==> src/rtl/pipe_pkg.sv <==
// Shared definitions for the pipelined processor and its issue unit:
// instruction/result widths, opcode encodings and the issue-unit FSM states.
package pipe_pkg;

  localparam int INSTR_W = 8;
  localparam int RES_W   = 8;

  // Opcode field instr[7:6]
  localparam logic [1:0] ADD  = 2'b00;
  localparam logic [1:0] SUB  = 2'b01;
  localparam logic [1:0] LOAD = 2'b10;

  typedef enum logic [1:0] {
    IDLE  = 2'b00,
    ISSUE = 2'b01,
    DRAIN = 2'b10
  } state_t;

endpackage

==> src/rtl/latency_tag_pipe.sv <==
// Valid+tag delay line matching the processor latency. A tag pushed on one
// edge emerges on out_vld/out_tag LAT edges later, which is exactly when the
// processor's res for that instruction is stable and ready to be captured.
module latency_tag_pipe #(
  parameter int LAT   = 4,
  parameter int TAG_W = 4
) (
  input  logic             clk,
  input  logic             rst,
  input  logic             push,
  input  logic [TAG_W-1:0] push_tag,
  output logic             out_vld,
  output logic [TAG_W-1:0] out_tag,
  output logic             upstream_empty
);

  logic [LAT:0]     vld_p;
  logic [TAG_W-1:0] tag_p [LAT+1];

  // Valid bits shift every edge; stage 0 takes the push strobe
  always_ff @(posedge clk or posedge rst) begin
    if (rst) begin
      vld_p <= '0;
    end else begin
      vld_p <= {vld_p[LAT-1:0], push};
    end
  end

  // Tags travel alongside their valid bits and need no reset
  always_ff @(posedge clk) begin
    tag_p[0] <= push_tag;
    for (int i = 1; i <= LAT; i++) begin
      tag_p[i] <= tag_p[i-1];
    end
  end

  assign out_vld        = vld_p[LAT];
  assign out_tag        = tag_p[LAT];
  // Nothing behind the output stage: the pipe is empty after the next edge
  // unless something new is pushed.
  assign upstream_empty = ~|vld_p[LAT-1:0];

endmodule

==> src/rtl/pipe_issue_unit.sv <==
// Program sequencer and result collector for the 4-stage 8-bit pipelined
// processor. Streams a stored program onto instr, one word per cycle, and
// captures each res into the result buffer by tracking the fixed latency.
module pipe_issue_unit
  import pipe_pkg::*;
#(
  parameter int DEPTH  = 16,
  parameter int ADDR_W = 4,
  parameter int LAT    = 4
) (
  input  logic               clk,
  input  logic               rst,
  input  logic               prog_we,
  input  logic [ADDR_W-1:0]  prog_addr,
  input  logic [INSTR_W-1:0] prog_data,
  input  logic               start,
  input  logic [ADDR_W:0]    len,
  output logic [INSTR_W-1:0] instr,
  input  logic [RES_W-1:0]   res,
  output logic               busy,
  output logic               done,
  output logic [ADDR_W:0]    count,
  input  logic [ADDR_W-1:0]  rd_addr,
  output logic [RES_W-1:0]   rd_data
);

  localparam logic [ADDR_W:0]   CNT_ONE = 1;
  localparam logic [ADDR_W-1:0] PC_ONE  = 1;

  logic [INSTR_W-1:0] prog   [DEPTH];
  logic [RES_W-1:0]   result [DEPTH];

  state_t             state;
  logic [ADDR_W-1:0]  pc;
  logic [ADDR_W:0]    len_r;

  logic               push;
  logic               last_issue;
  logic               cap_vld;
  logic [ADDR_W-1:0]  cap_tag;
  logic               pipe_upstream_empty;

  assign push       = (state == ISSUE);
  assign last_issue = ({1'b0, pc} == (len_r - CNT_ONE));

  latency_tag_pipe #(
    .LAT   (LAT),
    .TAG_W (ADDR_W)
  ) u_tag_pipe (
    .clk            (clk),
    .rst            (rst),
    .push           (push),
    .push_tag       (pc),
    .out_vld        (cap_vld),
    .out_tag        (cap_tag),
    .upstream_empty (pipe_upstream_empty)
  );

  // Program store: host writes are accepted only while no run is active
  always_ff @(posedge clk) begin
    if (prog_we && (state == IDLE)) begin
      prog[prog_addr] <= prog_data;
    end
  end

  // Result capture: the delayed tag says which entry the current res belongs to
  always_ff @(posedge clk) begin
    if (cap_vld) begin
      result[cap_tag] <= res;
    end
  end

  // Registered readback; a same-edge capture to the same index reads the old value
  always_ff @(posedge clk or posedge rst) begin
    if (rst) begin
      rd_data <= '0;
    end else begin
      rd_data <= result[rd_addr];
    end
  end

  // Run sequencer: issue len words back to back, then wait for the pipe to drain
  always_ff @(posedge clk or posedge rst) begin
    if (rst) begin
      state <= IDLE;
      pc    <= '0;
      len_r <= '0;
      busy  <= 1'b0;
      done  <= 1'b0;
      count <= '0;
      instr <= '0;
    end else begin
      done <= 1'b0;
      if (cap_vld) begin
        count <= count + CNT_ONE;
      end
      case (state)
        IDLE: begin
          if (start) begin
            count <= '0;
            if (len != '0) begin
              state <= ISSUE;
              len_r <= len;
              pc    <= '0;
              busy  <= 1'b1;
            end else begin
              done <= 1'b1;
            end
          end
        end
        ISSUE: begin
          instr <= prog[pc];
          if (last_issue) begin
            state <= DRAIN;
          end else begin
            pc <= pc + PC_ONE;
          end
        end
        DRAIN: begin
          // 8'h00 decodes as ADD 0,0: harmless filler whose results are never captured
          instr <= '0;
          if (cap_vld && pipe_upstream_empty) begin
            state <= IDLE;
            busy  <= 1'b0;
            done  <= 1'b1;
          end
        end
        default: begin
          state <= IDLE;
        end
      endcase
    end
  end

endmodule

==> config.mk <==
export PLATFORM = sky130hd
export DESIGN_NAME = pipe_issue_unit
export DESIGN_NICKNAME = d
export VERILOG_FILES = /design/src/rtl/pipe_pkg.sv /design/src/rtl/latency_tag_pipe.sv /design/src/rtl/pipe_issue_unit.sv
export SDC_FILE = /design/constraint.sdc
export NUM_CORES = 1
export LEC_CHECK = 0
export ABC_AREA = 1
export CAP_MARGIN = 20
export CELL_PAD_IN_SITES_DETAIL_PLACEMENT = 0
export CELL_PAD_IN_SITES_GLOBAL_PLACEMENT = 1
export CORE_ASPECT_RATIO = 0.7
export CORE_UTILIZATION = 44
export DETAILED_ROUTE_END_ITERATION = 10
export PLACE_DENSITY_LB_ADDON = 0.2
export SLEW_MARGIN = 20
export SYNTH_ARGS = -nofsm -noshare
export SYNTH_HDL_FRONTEND = slang
export SYNTH_SLANG_ARGS = --single-unit
==> constraint.sdc <==
create_clock -name clk -period 1.7 [get_ports clk]
set_input_delay 0.34 -clock clk [delete_from_list [all_inputs] [get_ports clk]]
set_output_delay 0.34 -clock clk [all_outputs]
set_load 0.02 [all_outputs]
=== Word-level counts from Yosys, hierarchy flattened ===
Memory sizes are Yosys's and may differ from the RTL's. A register that Yosys moved wholly into a read port is not among the register bits.
Cells that the tools add are included.

* Flip-flop bits (word level): 31
* Input port bits: 33
* Bits in writable memories: 276
* Output and inout port bits: 23
* Memories kept: 3

{| class="wikitable"
|+ Memory list
! name !! depth !! width !! rd ports !! clocked after memory_dff !! write ports !! RTL line !! text
|-
| prog || 16 || 8 || 1 || 0 || 1 || pipe_issue_unit.sv:30 || <nowiki>logic [INSTR_W-1:0] prog [DEPTH];</nowiki>
|-
| result || 16 || 8 || 1 || 1 || 1 || pipe_issue_unit.sv:31 || <nowiki>logic [RES_W-1:0] result [DEPTH];</nowiki>
|-
| u_tag_pipe.tag_p || 5 || 4 || 5 || 0 || 5 || latency_tag_pipe.sv:18 || <nowiki>logic [TAG_W-1:0] tag_p [LAT+1];</nowiki>
|}

* Multiplexer cells: 25
* $add $sub $neg: 3
* Equality and inequality tests: 8
* Reductions and logical operators: 13

{| class="wikitable"
|+ Operator list
! cell !! number
|-
| $pmux W8 S2 || 1
|-
| $mux W5 || 3
|-
| $mux W4 || 3
|-
| $reduce_and A4 Y1 || 3
|-
| $mux W1 || 10
|-
| $mux W2 || 4
|-
| $ne A2 B2 Y1 const B || 4
|-
| $pmux W4 S2 || 1
|-
| $pmux W2 S3 || 1
|-
| $reduce_bool A2 Y1 || 3
|-
| $add A5 B1 Y5 const B || 1
|-
| $eq A4 B5 Y1 || 1
|-
| $reduce_bool A5 Y1 || 1
|-
| $sub A5 B1 Y5 const B || 1
|-
| $add A4 B1 Y4 const B || 1
|-
| $pmux W1 S2 || 2
|-
| $reduce_or A4 Y1 || 1
|-
| $reduce_and A3 Y1 || 1
|-
| $eq A2 B1 Y1 const B || 1
|-
| $eq A2 B2 Y1 const B || 1
|-
| $logic_and A1 B1 Y1 || 2
|-
| $logic_not A2 Y1 || 1
|-
| $ne A2 B1 Y1 const B || 1
|-
| $logic_not A1 Y1 || 1
|}

=== Longest topological paths before layout ===
* Depth after elaboration: 5
* Depth in mapped cells: 13
* Mapped depth without buffers: 13

=== By module ===
From an unflattened synthesis, not the netlist that was laid out.

* Cell total of the unflattened synthesis: 1040
* Area total of the unflattened synthesis: 12414.4 um^2

{| class="wikitable"
|+ Modules (own cells, without submodules)
! module !! times used !! cells each !! seq. area each (um^2) !! area each (um^2)
|-
| pipe_issue_unit || 1 || 1003 || 8538.2 || 11828.8
|-
| latency_tag_pipe || 1 || 37 || 525.5 || 585.6
|}

=== Worst setup path before layout ===
Ideal clock, no wire load.

* Path type: reg2reg
* Start point: reg u_tag_pipe.vld_p[4]
* End point: mem result[0][0], enable pin
* Period minus slack after synthesis: 1710 ps
* Path buffers: 1
* Arrival: 1327 ps
* Required time: 1317 ps
* Cell stages (with the launch flop): 4
* Slack: -10 ps
* Cells stage by stage: dfrtp_1 > buf_2 > clkinv_1 > nor3_1

* Word-level cells in the longest chain between the ends: 2

{| class="wikitable"
|+ RTL lines
! what !! RTL line !! text
|-
| start, declared || latency_tag_pipe.sv:17 || <nowiki>logic [LAT:0] vld_p;</nowiki>
|-
| start signal, assigned || latency_tag_pipe.sv:25 || <nowiki>vld_p <= {vld_p[LAT-1:0], push};</nowiki>
|-
| $mux W1 || pipe_issue_unit.sv:68 || <nowiki>if (cap_vld) begin</nowiki>
|-
| $mux W1 (implied by the code) || pipe_issue_unit.sv:69 || <nowiki>result[cap_tag] <= res;</nowiki>
|-
| end, declared || pipe_issue_unit.sv:31 ||
|}

No other way between the ends.

=== Worst setup path after layout ===
* Start point: reg state[0]
* End point: mem prog[6][5], enable pin

* Word-level cells in the longest chain between the ends: 4

{| class="wikitable"
|+ RTL lines
! what !! RTL line !! text
|-
| start, declared || pipe_issue_unit.sv:33 || <nowiki>state_t state;</nowiki>
|-
| start signal, assigned || pipe_issue_unit.sv:85 || <nowiki>state <= IDLE;</nowiki>
|-
| start signal, assigned || pipe_issue_unit.sv:102 || <nowiki>state <= ISSUE;</nowiki>
|-
| start signal, assigned || pipe_issue_unit.sv:114 || <nowiki>state <= DRAIN;</nowiki>
|-
| $logic_not A2 Y1 || pipe_issue_unit.sv:61 || <nowiki>if (prog_we && (state == IDLE)) begin</nowiki>
|-
| $logic_and A1 B1 Y1 || pipe_issue_unit.sv:61 ||
|-
| $mux W1 || pipe_issue_unit.sv:61 ||
|-
| $mux W1 (implied by the code) || pipe_issue_unit.sv:62 || <nowiki>prog[prog_addr] <= prog_data;</nowiki>
|-
| end, declared || pipe_issue_unit.sv:30 ||
|}

No other way between the ends.

==> qor.txt <==
====================================================================================================
Launching point of the worst reg2reg path                                                   state[0]
Setup clock skew after layout                                                                12.6 ps
Post-synthesis cell area                                                                 12300 sq um
Area share of the largest cell type after synthesis                                            0.624
Initial Utilization                                                                            0.455
Leakage                                                                                      5.56 nW
DR DRC count                                                                                       0
R2R depth                                                                                          7
Clock-pin slew reported for the worst setup and hold paths after clock tree synthesis          70 ps
Core Footprint                                                                           27100 sq um
Setup repair after global routing missed its margin                                             true
GRT Overall Usage                                                                              0.214
Initial antenna violation count                                                                    0
Synth-to-Final Area Change                                                                     22.8%
Average routed wire per standard cell                                                        19.6 um
Number of rows created at floorplan                                                               50
# diodes                                                                                           0
Vias after detailed routing                                                                     8097
Number of global-route vias before repair                                                       7849
Core utilization of the finished layout                                                        0.558
Worst Setup End Kind                                                                            flop
Min-Delay Path Class                                                                        in2async
Worst skew pair latency                                                                       560 ps
Sinks on the clock net                                                                           315
Die outline area                                                                         28700 sq um
Post-Syn Area per Cell                                                                    12.3 sq um
Endpoints failing hold                                                                             0
Crit path launch type                                                                           flop
Endpoint of the worst setup timing path                                                   prog[6][5]
Last weighted congestion value of the routability-driven placer                                0.812
Cells after synthesis                                                                           1001
Count of pins over their slew limit                                                                0
1st-pass router iterations                                                                         5
Reg-to-reg setup timing slack                                                                  50 ps
Total of fill cells in the finished design                                                      2253
Min Tclk post-route                                                                          1650 ps
Maximum fanout encountered on the critical timing path                                             8
Ports placed on the boundary                                                                      56
Number of hold-repair buffers added at the cts stage                                               0
Share of post-route cells with drive strength above 1                                          0.158
DIE HEIGHT                                                                                    142 um
Die Width                                                                                     202 um
Crit Reg-Reg Endpoint                                                                     prog[6][5]
Number of violations of the max-capacitance limit                                                  0
Largest net degree at the start of global routing                                                 37
Total power per unit cell area                                                          1430 nW/um^2
CTS Buffer Depth                                                                                   3
Clock Root Buffer                                                                       sky130_fd_sc_hd__clkbuf_16
Starting DRC count in detailed routing                                                           729
Worst ir drop on vdd                                                                          923 uV
Count of yosys warnings during synthesis                                                           0
Total wire length                                                                            29.9 mm
Count of H-tree levels built during CTS                                                            1
CTS buffer count                                                                                  30
Worst path setup slack after routing                                                         49.6 ps
Synth Register Bits                                                                              315
Post-route ant nets                                                                                0
CP startpoint                                                                               state[0]
Syn Nets                                                                                        1040
Cell type contributing the most total cell area after synthesis                         sky130_fd_sc_hd__edfxtp_1
Total congestion overflow after global routing                                                     0
Register cell area after layout                                                           9070 sq um
Worst Path Arrival                                                                           1910 ps
Top library cells by usage in the layout, fill and taps aside                           sky130_fd_sc_hd__edfxtp_1, sky130_fd_sc_hd__nor2_1, sky130_fd_sc_hd__nand2_1
First-pass GRT wire length                                                                   46.0 mm
Detail-routed via count per cell                                                                5.31
Total of buffers placed on input and output ports                                                 55
Sequential area share after synthesis                                                          0.736
Final setup viols                                                                                  0
Required time at the endpoint of the critical path                                           1960 ps
DP HPWL                                                                                      19.7 mm
Largest cells by area after synthesis                                                   sky130_fd_sc_hd__edfxtp_1, sky130_fd_sc_hd__dfrtp_1, sky130_fd_sc_hd__nor2_1
Clock tree from TritonCTS                                                                       done
Status                                                                                  finished clean
Final period util                                                                              0.971
Worst slew margin relative to its limit                                                        0.634
Kind of critical path                                                                        reg2reg
Multi-input combinational cell area                                                       2880 sq um
Slew @ Worst Pin                                                                              547 ps
Post-place setup slack                                                                       -211 ps
Final layout net count                                                                          1177
Count of distinct cell types in the synthesized netlist                                           28
Leading cell type in the layout, fill and taps excluded                                 sky130_fd_sc_hd__edfxtp_1
Fmax                                                                                       0.606 GHz
====================================================================================================
==> flip-flops by register name, summed over array words and instances (netlist names) <==
signal / cells
done: 1
instr: 8
result: 128
u_tag_pipe.tag_p: 20
prog: 128
len_r: 5
count: 5
busy: 1
rd_data: 8
state: 2
pc: 4
u_tag_pipe.vld_p: 5
==> report_power, final <==
part	switching [W]	total [W]	internal [W]
sequential	0.000308	0.00929	0.00898
combinational	0.00308	0.00497	0.00189
clock	0.00291	0.00728	0.00437
total	0.00630	0.0215	0.0152
==> metrics by stage <==
step | TNS, ps | cell area [sq um] | total power (W) | hold WS (ps) | instances
floorplan | -1130 | 12300 | 0.0122 | 310 | 1001
global placement | -23150 | 13900 | 0.0143 | 312 | 1466
detailed placement | -23050 | 13900 | 0.0143 | 312 | 1466
CTS | -506 | 15000 | 0.0215 | 140 | 1522
global route | -4150 | 15100 | 0.0226 | 150 | 1526
finish | 0 | 15100 | 0.0215 | 146 | 1526
==> worst min path at each step <==
stage | to | slack, ps | depth (start not counted) | from
after floorplan | u_tag_pipe.tag_p[1][0] | 310 | 0 | u_tag_pipe.tag_p[0][0]
after global placement | u_tag_pipe.tag_p[3][3] | 310 | 0 | u_tag_pipe.tag_p[2][3]
after detailed placement | u_tag_pipe.tag_p[3][3] | 310 | 0 | u_tag_pipe.tag_p[2][3]
after CTS | count[1] | 140 | 3 | rst
after global routing | count[1] | 150 | 3 | rst
final | count[1] | 150 | 3 | rst
==> cell families after synthesis <==
kind of cell / share of synthesized area
AND/OR/NAND/NOR: 0.121
flip-flops: 0.736
AO/OA/AOI/OAI: 0.102
buffers and inverters: 0.0353
adder cells (fa/ha/maj): 0.00610
==> repair_timing <==
item / in CTS / in global routing
gates resized for setup: 23 / 33
setup endpoints to repair: 68 / 142
pin swaps: 0 / 3
setup buffers: 0 / 4
==> cells in the mapped netlist <==
cell                         n
sky130_fd_sc_hd__inv_1      40
sky130_fd_sc_hd__dfrtp_1    39
sky130_fd_sc_hd__buf_4       3
sky130_fd_sc_hd__nand2_1   105
sky130_fd_sc_hd__nand3_1    40
sky130_fd_sc_hd__a21oi_1    14
sky130_fd_sc_hd__clkbuf_1   22
sky130_fd_sc_hd__o22ai_1     7
sky130_fd_sc_hd__buf_2      17
sky130_fd_sc_hd__ha_1        6
sky130_fd_sc_hd__or2_1       1
sky130_fd_sc_hd__nand3_2     2
sky130_fd_sc_hd__o221ai_1   26
sky130_fd_sc_hd__a21boi_1    1
sky130_fd_sc_hd__edfxtp_1  256
sky130_fd_sc_hd__buf_1       2
sky130_fd_sc_hd__nor2_2      1
sky130_fd_sc_hd__nor2_1    205
sky130_fd_sc_hd__o21ai_0    99
sky130_fd_sc_hd__o211ai_1   28
sky130_fd_sc_hd__a31oi_1     1
sky130_fd_sc_hd__nand4_1     6
sky130_fd_sc_hd__nor3_1     10
sky130_fd_sc_hd__inv_2       3
sky130_fd_sc_hd__o21ai_1    39
sky130_fd_sc_hd__dfxtp_1    20
sky130_fd_sc_hd__buf_6       6
sky130_fd_sc_hd__clkinv_1    2
==> worst max-delay path, stage by stage (launching register included) <==
cell and delay, ps:
sky130_fd_sc_hd__dfrtp_1 380, sky130_fd_sc_hd__inv_1 80, sky130_fd_sc_hd__ha_1 160, sky130_fd_sc_hd__nand2_1 100
sky130_fd_sc_hd__inv_2 130, sky130_fd_sc_hd__nand3_2 170, sky130_fd_sc_hd__nor2_1 150, sky130_fd_sc_hd__buf_4 180
==> area by class of cell <==
cell class,instances,share of cell area
clock inverter,21,0.0180
tap,364,0.0301
timing repair buffer,155,0.0956
multi-input combinational,591,0.191
clock buffer,35,0.0543
inverter,45,0.0113
sequential,315,0.600
==> layer usage <==
layer | vias up | share of wire | track usage
li1 | 3858 | - | -
met1 | 3946 | 0.51 | 0.349
met2 | 264 | 0.40 | 0.290
met3 | 29 | 0.074 | 0.0469
met4 | 0 | 0.014 | 0.0407
met5 | - | 0 | 0
Note: power is estimated with default switching activity, not from simulation.
